File: src/rtl/mine_count_engine.sv
// -----------------------------------------------------------------------------
// mine_count_engine
//   Captures a 5x5 mine map and walks it one cell per cycle, storing for every
//   cell the number of mines among its (up to 8) in-grid neighbours, plus a
//   running population count of the captured map.
//
//   Build option: define MINE_COUNT_ZERO_MAP_EN to add out_zero_map, a
//   registered flag per cell set when the cell is empty and has no
//   neighbouring mines.
//
// Ports
//   in_clka        clock, rising edge
//   in_rst_n       asynchronous active-low reset
//   in_start       capture in_mines and start a scan (only honoured in IDLE)
//   in_mines[24:0] mine map, bit i = cell i (row i/5, col i%5)
//   in_rd_idx[4:0] result read index, 25..31 read as zero
//   out_busy       high while scanning
//   out_done       one-cycle pulse when all counts are valid
//   out_rd_count   neighbour count of cell in_rd_idx
//   out_rd_mine    captured mine bit of cell in_rd_idx
//   out_mine_total mines in the captured map
//   out_zero_map   (optional) empty, zero-neighbour cells
// -----------------------------------------------------------------------------
module mine_count_engine (
  input  logic        in_clka,
  input  logic        in_rst_n,
  input  logic        in_start,
  input  logic [24:0] in_mines,
  input  logic [4:0]  in_rd_idx,
  output logic        out_busy,
  output logic        out_done,
  output logic [3:0]  out_rd_count,
  output logic        out_rd_mine,
`ifdef MINE_COUNT_ZERO_MAP_EN
  output logic [24:0] out_zero_map,
`endif
  output logic [4:0]  out_mine_total
);

  typedef enum logic [1:0] {ST_IDLE, ST_SCAN, ST_DONE} state_t;

  state_t           r_state, w_state_nxt;
  logic [24:0]      r_map;
  logic [4:0]       r_idx;
  logic [24:0][3:0] r_cnt;
  logic [4:0]       r_total;
  logic             r_done;
  logic [2:0]       w_row, w_col;
  logic [3:0]       w_nbr;
`ifdef MINE_COUNT_ZERO_MAP_EN
  logic [24:0]      r_zero;
`endif

  // Row/column of the cell being scanned
  always_comb begin
    w_row = 3'(r_idx / 5'd5);
    w_col = 3'(r_idx % 5'd5);
  end

  // Neighbour count of the current cell; out-of-grid positions are skipped,
  // so edges do not wrap. Max 8 fits in 4 bits.
  always_comb begin
    w_nbr = '0;
    for (int dr = -1; dr <= 1; dr++) begin
      for (int dc = -1; dc <= 1; dc++) begin
        if ((dr != 0 || dc != 0) &&
            (int'(w_row) + dr) >= 0 && (int'(w_row) + dr) < 5 &&
            (int'(w_col) + dc) >= 0 && (int'(w_col) + dc) < 5) begin
          w_nbr = w_nbr + 4'(r_map[5'((int'(w_row) + dr) * 5 + int'(w_col) + dc)]);
        end
      end
    end
  end

  always_comb begin
    w_state_nxt = r_state;
    case (r_state)
      ST_IDLE: if (in_start)      w_state_nxt = ST_SCAN;
      ST_SCAN: if (r_idx == 5'd24) w_state_nxt = ST_DONE;
      ST_DONE:                     w_state_nxt = ST_IDLE;
      default:                     w_state_nxt = ST_IDLE;
    endcase
  end

  always_ff @(posedge in_clka or negedge in_rst_n) begin
    if (!in_rst_n) begin
      r_state <= ST_IDLE;
      r_map   <= '0;
      r_idx   <= '0;
      r_cnt   <= '0;
      r_total <= '0;
      r_done  <= 1'b0;
`ifdef MINE_COUNT_ZERO_MAP_EN
      r_zero  <= '0;
`endif
    end else begin
      r_state <= w_state_nxt;
      // Pulse lands one cycle after the DONE state so busy and done never overlap
      r_done  <= (r_state == ST_DONE);
      if (r_state == ST_IDLE && in_start) begin
        r_map   <= in_mines;
        r_idx   <= '0;
        r_cnt   <= '0;
        r_total <= '0;
`ifdef MINE_COUNT_ZERO_MAP_EN
        r_zero  <= '0;
`endif
      end else if (r_state == ST_SCAN) begin
        r_cnt[r_idx] <= w_nbr;
        if (r_map[r_idx]) r_total <= r_total + 5'd1;
`ifdef MINE_COUNT_ZERO_MAP_EN
        r_zero[r_idx] <= ~r_map[r_idx] & (w_nbr == 4'd0);
`endif
        if (r_idx != 5'd24) r_idx <= r_idx + 5'd1;
      end
    end
  end

  always_comb begin
    out_rd_count = '0;
    out_rd_mine  = 1'b0;
    if (in_rd_idx < 5'd25) begin
      out_rd_count = r_cnt[in_rd_idx];
      out_rd_mine  = r_map[in_rd_idx];
    end
  end

  assign out_busy       = (r_state == ST_SCAN);
  assign out_done       = r_done;
  assign out_mine_total = r_total;
`ifdef MINE_COUNT_ZERO_MAP_EN
  assign out_zero_map   = r_zero;
`endif

endmodule
File: config.mk
export PLATFORM = sky130hd
export DESIGN_NAME = mine_count_engine
export DESIGN_NICKNAME = d
export VERILOG_FILES = /design/src/rtl/mine_count_engine.sv
export SDC_FILE = /design/constraint.sdc
export NUM_CORES = 1
export LEC_CHECK = 0
export BUFFER_PORTS_ARGS = -buffer_cell sky130_fd_sc_hd__buf_2
export CORE_MARGIN = 2
export CORE_UTILIZATION = 43
export CTS_CLUSTER_DIAMETER = 40
export DETAILED_ROUTE_END_ITERATION = 16
export PLACE_DENSITY = 0.56
export RECOVER_POWER = 100
export SKIP_LAST_GASP = 1
export SLEW_MARGIN = 20
export SYNTH_ARGS = -nofsm -noshare
export SYNTH_HDL_FRONTEND = slang
export SYNTH_SLANG_ARGS = --single-unit
File: constraint.sdc
create_clock -name in_clka -period 18.5 [get_ports in_clka]
set_clock_uncertainty 0.15 [all_clocks]
set_input_delay 0.925 -clock in_clka [delete_from_list [all_inputs] [get_ports in_clka]]
set_output_delay 0.925 -clock in_clka [all_outputs]
set_load 0.05 [all_outputs]
; After elaboration in Yosys (flattened, before gate mapping)
; Index checks and enable logic that the tools add are counted.
[totals]
reg_bits = 138
latch_bits = 0
ram_bits = 0
mem_bits_ro = 0
in_bits = 33
mem_count = 0
[op_classes]
addsub = 22
mul = 3
n_div = 2
magnitude_cmp = 24
eq_ne = 6
n_shift = 0
muxes = 54
n_bitwise = 0
n_reduce_logical = 28
[ops]
columns = operator, count
row1 = 100-bit 2-to-1 mux, 2
row2 = 100-bit bitwise mux, 1
row3 = 32-bit by 1-bit greater-or-equal comparator with 1-bit output (second input constant), 2
row4 = 5-bit by 7-bit less-than comparator with 1-bit output (second input constant), 8
row5 = 1-bit binary-select mux with 5-bit select, 10
row6 = 4-bit 2-to-1 mux, 10
row7 = 5-bit by 1-bit adder with 5-bit output (second input constant), 7
row8 = 32-bit by 4-bit less-than comparator with 1-bit output (second input constant), 1
row9 = 5-bit 2-to-1 mux, 6
row10 = 4-bit by 1-bit adder with 4-bit output, 7
row11 = 1-bit logical AND, 21
row12 = 4-bit binary-select mux with 5-bit select, 1
row13 = 4-bit demux with 5-bit select, 1
row14 = 1-bit 2-to-1 mux, 20
row15 = 5-bit by 1-bit greater-or-equal comparator with 1-bit output (second input constant), 3
row16 = 5-bit by 6-bit less-than comparator with 1-bit output (second input constant), 2
row17 = 4-bit by 1-bit adder with 5-bit output (second input constant), 2
row18 = 5-bit by 3-bit adder with 5-bit output, 2
row19 = 5-bit by 4-bit less-than comparator with 1-bit output (second input constant), 2
row20 = 3-bit by 1-bit adder with 4-bit output (second input constant), 2
row21 = 3-bit by 1-bit greater-or-equal comparator with 1-bit output (second input constant), 2
row22 = 3-bit less-than comparator (second input constant), 2
row23 = 2-bit AND reduction, 3
row24 = 2-bit nonzero test, 3
row25 = other kinds (18), 19

; Logic depth before layout (Yosys ltp)
[logic_depth]
word_depth = 26
mapped_depth = 59
mapped_depth_nobuf = 51

; Worst setup path after synthesis
; OpenSTA, ideal clock, no wires.
[synth_path]
kind = reg2reg
start = reg r_idx[0]
end = reg r_cnt[79] in the netlist's numbering
setup_ps = 121
arrival_ps = 11812
required_ps = 18229
path_slack_ps = 6417
path_stages_with_launch = 59
path_buffers = 8
period_less_slack_ps = 12083
cell_sequence = dfrtp_1 buf_6 clkbuf_1 buf_1 clkbuf_1 inv_1 ha_1 nand3b_1 a21oi_1 a311oi_1 ha_1 or2_1 buf_6 o22ai_1 and3_1 buf_6 ha_1 inv_1 [... 23 more ...] ha_1 a21oi_1 a41o_1 a2bb2oi_2 ha_1 mux2i_2 inv_1 ha_1 nand2_1 o211a_1 a311oi_2 or3b_1 mux2_2 a41oi_1 o21ai_2 xnor2_2 buf_6 o21ai_2
[synth_via]
elab_chain_cells = 26
word_cells_on_any_way = 96
[synth_lines]
columns = item, line
row1 = from (decl), 44  ; logic [4:0] r_idx;
row2 = from (signal assigned), 114  ; if (r_idx != 5'd24) r_idx <= r_idx + 5'd1;
row3 = 5-bit by 3-bit divider with 5-bit output, 56  ; w_row = 3'(r_idx / 5'd5);
row4 = 4-bit by 1-bit adder with 5-bit output, "67, 69"
row5 = 5-bit by 4-bit multiplier with 5-bit output, 69  ; w_nbr = w_nbr + 4'(r_map[5'((int'(w_row) + dr) * 5 + int'(w_col) + dc)]);
row6 = 5-bit by 4-bit adder with 5-bit output, 69
row7 = 5-bit by 1-bit adder with 5-bit output, 69
row8 = 1-bit binary-select mux with 5-bit select, 69
row9 = 1-bit 2-to-1 mux (not written as such) (2 in series), 69
row10 = 1-bit 2-to-1 mux, 66  ; if ((dr != 0 || dc != 0) &&
row11 = [... 9 more ...], --
row12 = 4-bit 2-to-1 mux, 66
row13 = 4-bit by 1-bit adder with 4-bit output, 69
row14 = 4-bit 2-to-1 mux, 66
row15 = 4-bit by 1-bit adder with 4-bit output, 69
row16 = 4-bit 2-to-1 mux, 66
row17 = 100-bit bitwise mux *, 109  ; r_cnt[r_idx] <= w_nbr;
row18 = 100-bit 2-to-1 mux *, 108  ; end else if (r_state == ST_SCAN) begin
row19 = 100-bit 2-to-1 mux *, 100  ; if (r_state == ST_IDLE && in_start) begin
row20 = "to (signal, indexed assignment)", 109
row21 = to (decl), 45  ; logic [24:0][3:0] r_cnt;
; Mark *: on every way between the ends. The rest lies on a longest branch, timed or not. The select of a mux whose other input is x is not followed.
; A chain may end at the register's enable or synchronous reset.

; Worst setup path after layout
[layout_path]
start = reg r_idx[1]
end = reg r_cnt[71] in the netlist's numbering
; The elaborated chain is that of the path after synthesis.

==> reports/metrics.csv <==
stage,metric,value,unit
cts,cts_inserted_buffers,17,
logic_synthesis,synth_seq_cells,138,
cts,postCtsResizedCells,0,
layout,fin_area,10900,um2
layout,drive_gt1_frac,0.140,
worst_setup_path,crit_end,r_cnt[71]$_DFFE_PN0P_,
worst_setup_path,worst_ep_arrival_time,13.35,ns
global_routing,first_global_vias,7888,
timing,tns,0,ns
logic_synthesis,yosysUniqueCellTypes,88,
global_routing,grt_usage,0.232,
cts,cts_post_setup_buffers_inserted,0,
logic_synthesis,syn_avg_cell_area,9.46,um2
logic_synthesis,netlist_area,10100,um2
cts,hold_buffers,0,
logic_synthesis,synth-main-ff-cell,dfrtp_1,
timing,slew_viol_final,339,
die,core,23300,um2
timing,setup_viol,0,
placed_design,hpwl,19.6,mm
global_routing,grt_max_degree,77,
worst_setup_path,reg2regPathDepth,49,
placed_design,gp_congestion,0.887,
timing,finalCritPeriodShare,0.716,
routing,drc,0,
placed_design,place_area,10500,um2
cts,clock_sinks,138,
routing,drt_pass1_iterations,6,
global_routing,grt_antenna_before_repair,0,
cts,cts_max_level,4,
cts,clk_pin_slew_worst_paths,0.07,ns
worst_setup_path,rrSetupSlack,5.26,ns
global_routing,grt_pass1_wl,44.2,mm
job,max-cap-violations,6,
logic_synthesis,synth_cells,1070,
worst_setup_path,worstPathRequired,18.61,ns
timing,finalCriticalPeriod,13.24,ns
logic_synthesis,synth_nets,1160,
cts,cts_tree,yes,
die,die-width,157,um
outcome,violations,"capacitance limit, slew limit",
cts,cts_root_buffer,clkbuf_16,
worst_setup_path,crit_start,r_idx[1]$_DFFE_PN0P_,
layout,area_delta_synth_final,8.03,%
routing,viasPerCell,5.83,
worst_setup_path,rr_endpoint,r_cnt[71]$_DFFE_PN0P_,
global_routing,overflow,0,
routing,drt_iter0_drc,491,
worst_setup_path,crit_top_cell,ha_1,
placed_design,io_buffers,44,
outcome,status,"complete, but fails checks",
routing,ant_nets,0,
worst_setup_path,cpPeakStageDelay,0.93,ns
layout,fin_nets,1167,
worst_setup_path,path_max_fanout,29,
worst_setup_path,crit_type,reg -> reg,
timing,fmax,75.5,MHz
routing,vias,8210,
worst_hold_path,hold_class,reg -> reg,
timing,final-hold-violation-count,0,
die,die_y,157,um
die,die_area,24800,um2
timing,maxSlewHeadroom,-1.72,
worst_setup_path,regToRegStartpoint,r_idx[1]$_DFFE_PN0P_,
logic_synthesis,synthArstFlopShare,1.00,
cts,insertion_delay,0.43,ns
layout,antenna_cells,0,
logic_synthesis,synth_edf_count,0,
timing,tightest_slew,4.08,ns
die,start_util,0.435,
worst_setup_path,critPathCaptureType,register,
worst_setup_path,slowest_stage,dfrtp_1,
logic_synthesis,yosys_warnings,0,
die,rows,56,
timing,rsz0062_at_grt,false,
die,io_pins,45,
logic_synthesis,synth-seq-area-share,0.341,
worst_setup_path,start_kind,register,
cts,clock_path_buffers,2,
routing,wl,27.5,mm
routing,wire_per_inst,19.5,um
kinds of logic (layout without fill, tap and decap cells):
logic type | Yosys count | after routing | share of synthesized area
fa+ha+maj | 59 | 59 | 0.0748
flops | 138 | 138 | 0.341
mux | 92 | 92 | 0.149
simple gates | 415 | 415 | 0.195
compound gates | 235 | 235 | 0.156
xor+xnor | 42 | 42 | 0.0424
buf+inv | 89 | 109 | 0.0409
how the worst min path moves through the flow:
| stage | from | end | slack [ns] | depth (start not counted) |
|---|---|---|---|---|
| 2_1_floorplan | r_state[0]$_DFFE_PN0P_ | out_done$_DFF_PN0_ | 0.27 | 1 |
| 3_3_place_gp | r_state[0]$_DFFE_PN0P_ | out_done$_DFF_PN0_ | 0.32 | 1 |
| 3_5_place_dp | r_state[0]$_DFFE_PN0P_ | out_done$_DFF_PN0_ | 0.31 | 1 |
| 4_1_cts | r_state[0]$_DFFE_PN0P_ | out_done$_DFF_PN0_ | 0.31 | 1 |
| 5_1_grt | r_state[0]$_DFFE_PN0P_ | out_done$_DFF_PN0_ | 0.34 | 1 |
| 6_report | r_state[0]$_DFFE_PN0P_ | out_done$_DFF_PN0_ | 0.30 | 1 |
synth_stat cells (4+ instances only):
master / n / share of area
o21ai_1: 26 / 0.013
buf_6: 7 / 0.0078
mux2_2: 12 / 0.013
nand2_1: 169 / 0.063
nor2b_1: 6 / 0.0037
ha_1: 54 / 0.067
nand4_1: 13 / 0.0080
nor3_1: 14 / 0.0069
buf_2: 7 / 0.0035
inv_1: 20 / 0.0074
o21ai_0: 87 / 0.043
buf_4: 5 / 0.0037
a31oi_1: 10 / 0.0062
xnor2_1: 15 / 0.013
mux2i_1: 33 / 0.033
a22oi_1: 8 / 0.0059
and2_1: 6 / 0.0037
a21o_1: 5 / 0.0037
nand2b_1: 11 / 0.0068
nand3_1: 114 / 0.056
a21oi_1: 22 / 0.011
clkbuf_1: 41 / 0.015
a311oi_1: 4 / 0.0035
mux4_2: 45 / 0.10
o21ai_2: 23 / 0.020
buf_1: 6 / 0.0022
o22ai_1: 5 / 0.0031
nor3b_1: 6 / 0.0045
dfrtp_1: 138 / 0.34
and3_1: 6 / 0.0037
and2_0: 4 / 0.0025
o221ai_1: 4 / 0.0035
nor2_1: 42 / 0.016
xor2_1: 22 / 0.019
cell usage in the layout (no fill, tap or decap), types with 4 or more instances in the layout:
cell,netlist,final
buf_2,7,32
nor2_1,42,42
inv_8,0,4
nand2b_1,11,11
o21ai_2,23,5
and2_1,6,5
mux2_2,12,11
a22oi_1,8,8
buf_4,5,5
inv_6,0,4
o21ai_1,26,4
a31oi_1,10,9
dfrtp_1,138,138
o22ai_1,5,5
nor2b_1,6,6
clkbuf_16,0,17
mux4_2,45,45
and3_1,6,6
nand2_1,169,169
a311oi_1,4,5
inv_1,20,20
a21oi_1,22,22
clkinvlp_4,0,4
clkbuf_1,41,17
nand3_1,114,114
o21ai_0,87,127
nand4_1,13,13
ha_1,54,54
nor3_1,14,14
nor3b_1,6,6
xor2_1,22,22
o221ai_1,4,5
xnor2_1,15,14
mux2i_1,33,34
and2_0,4,5
a21o_1,5,5
flip-flops by register name, summed over array words and instances (netlist names):
signal          cells
out_done            1
r_map              25
r_cnt             100
r_state             2
r_idx               5
out_mine_total      5
critical path, delay by kind of cell (launching register included):
family                     cells  cell delay (ns)
buffers and inverters          3             0.19
adders and majority gates     14             4.33
and+or+nand+nor               10             1.71
DFF                            1             0.93
AOI/OAI and AO/OA             15             3.42
muxes                          5             1.21
xor gates and xnor gates       2             1.08
area by class of cell:
cell class / instances / area, um2
fill: 2280 / 12300
multi-input combinational: 843 / 6170
sequential: 138 / 3450
clock buffer: 17 / 425
tap: 319 / 399
timing repair buffer: 54 / 262
clock inverter: 15 / 133
inverter: 23 / 86.3
layer usage:
metal	routed length (um)	vias to the layer above	GRT usage
met5	0	-	0
met4	537	0	0.0710
met3	1210	31	0.0300
met2	13000	200	0.372
met1	12700	4053	0.328
li1	-	3926	-
stage by stage:
step,setup slack (ns),hold WS (ns),util,instances
2_1_floorplan,6.42,0.267,-,1070
3_3_place_gp,5.96,0.317,0.452,1377
3_5_place_dp,5.56,0.305,0.452,1377
4_1_cts,5.53,0.312,0.476,1409
5_1_grt,4.28,0.338,0.470,1409
6_report,5.26,0.304,0.470,1409
Power is left out: the tool's default activity adds up to more than one toggle a clock period on the data nets, which glitch-free logic cannot reach.
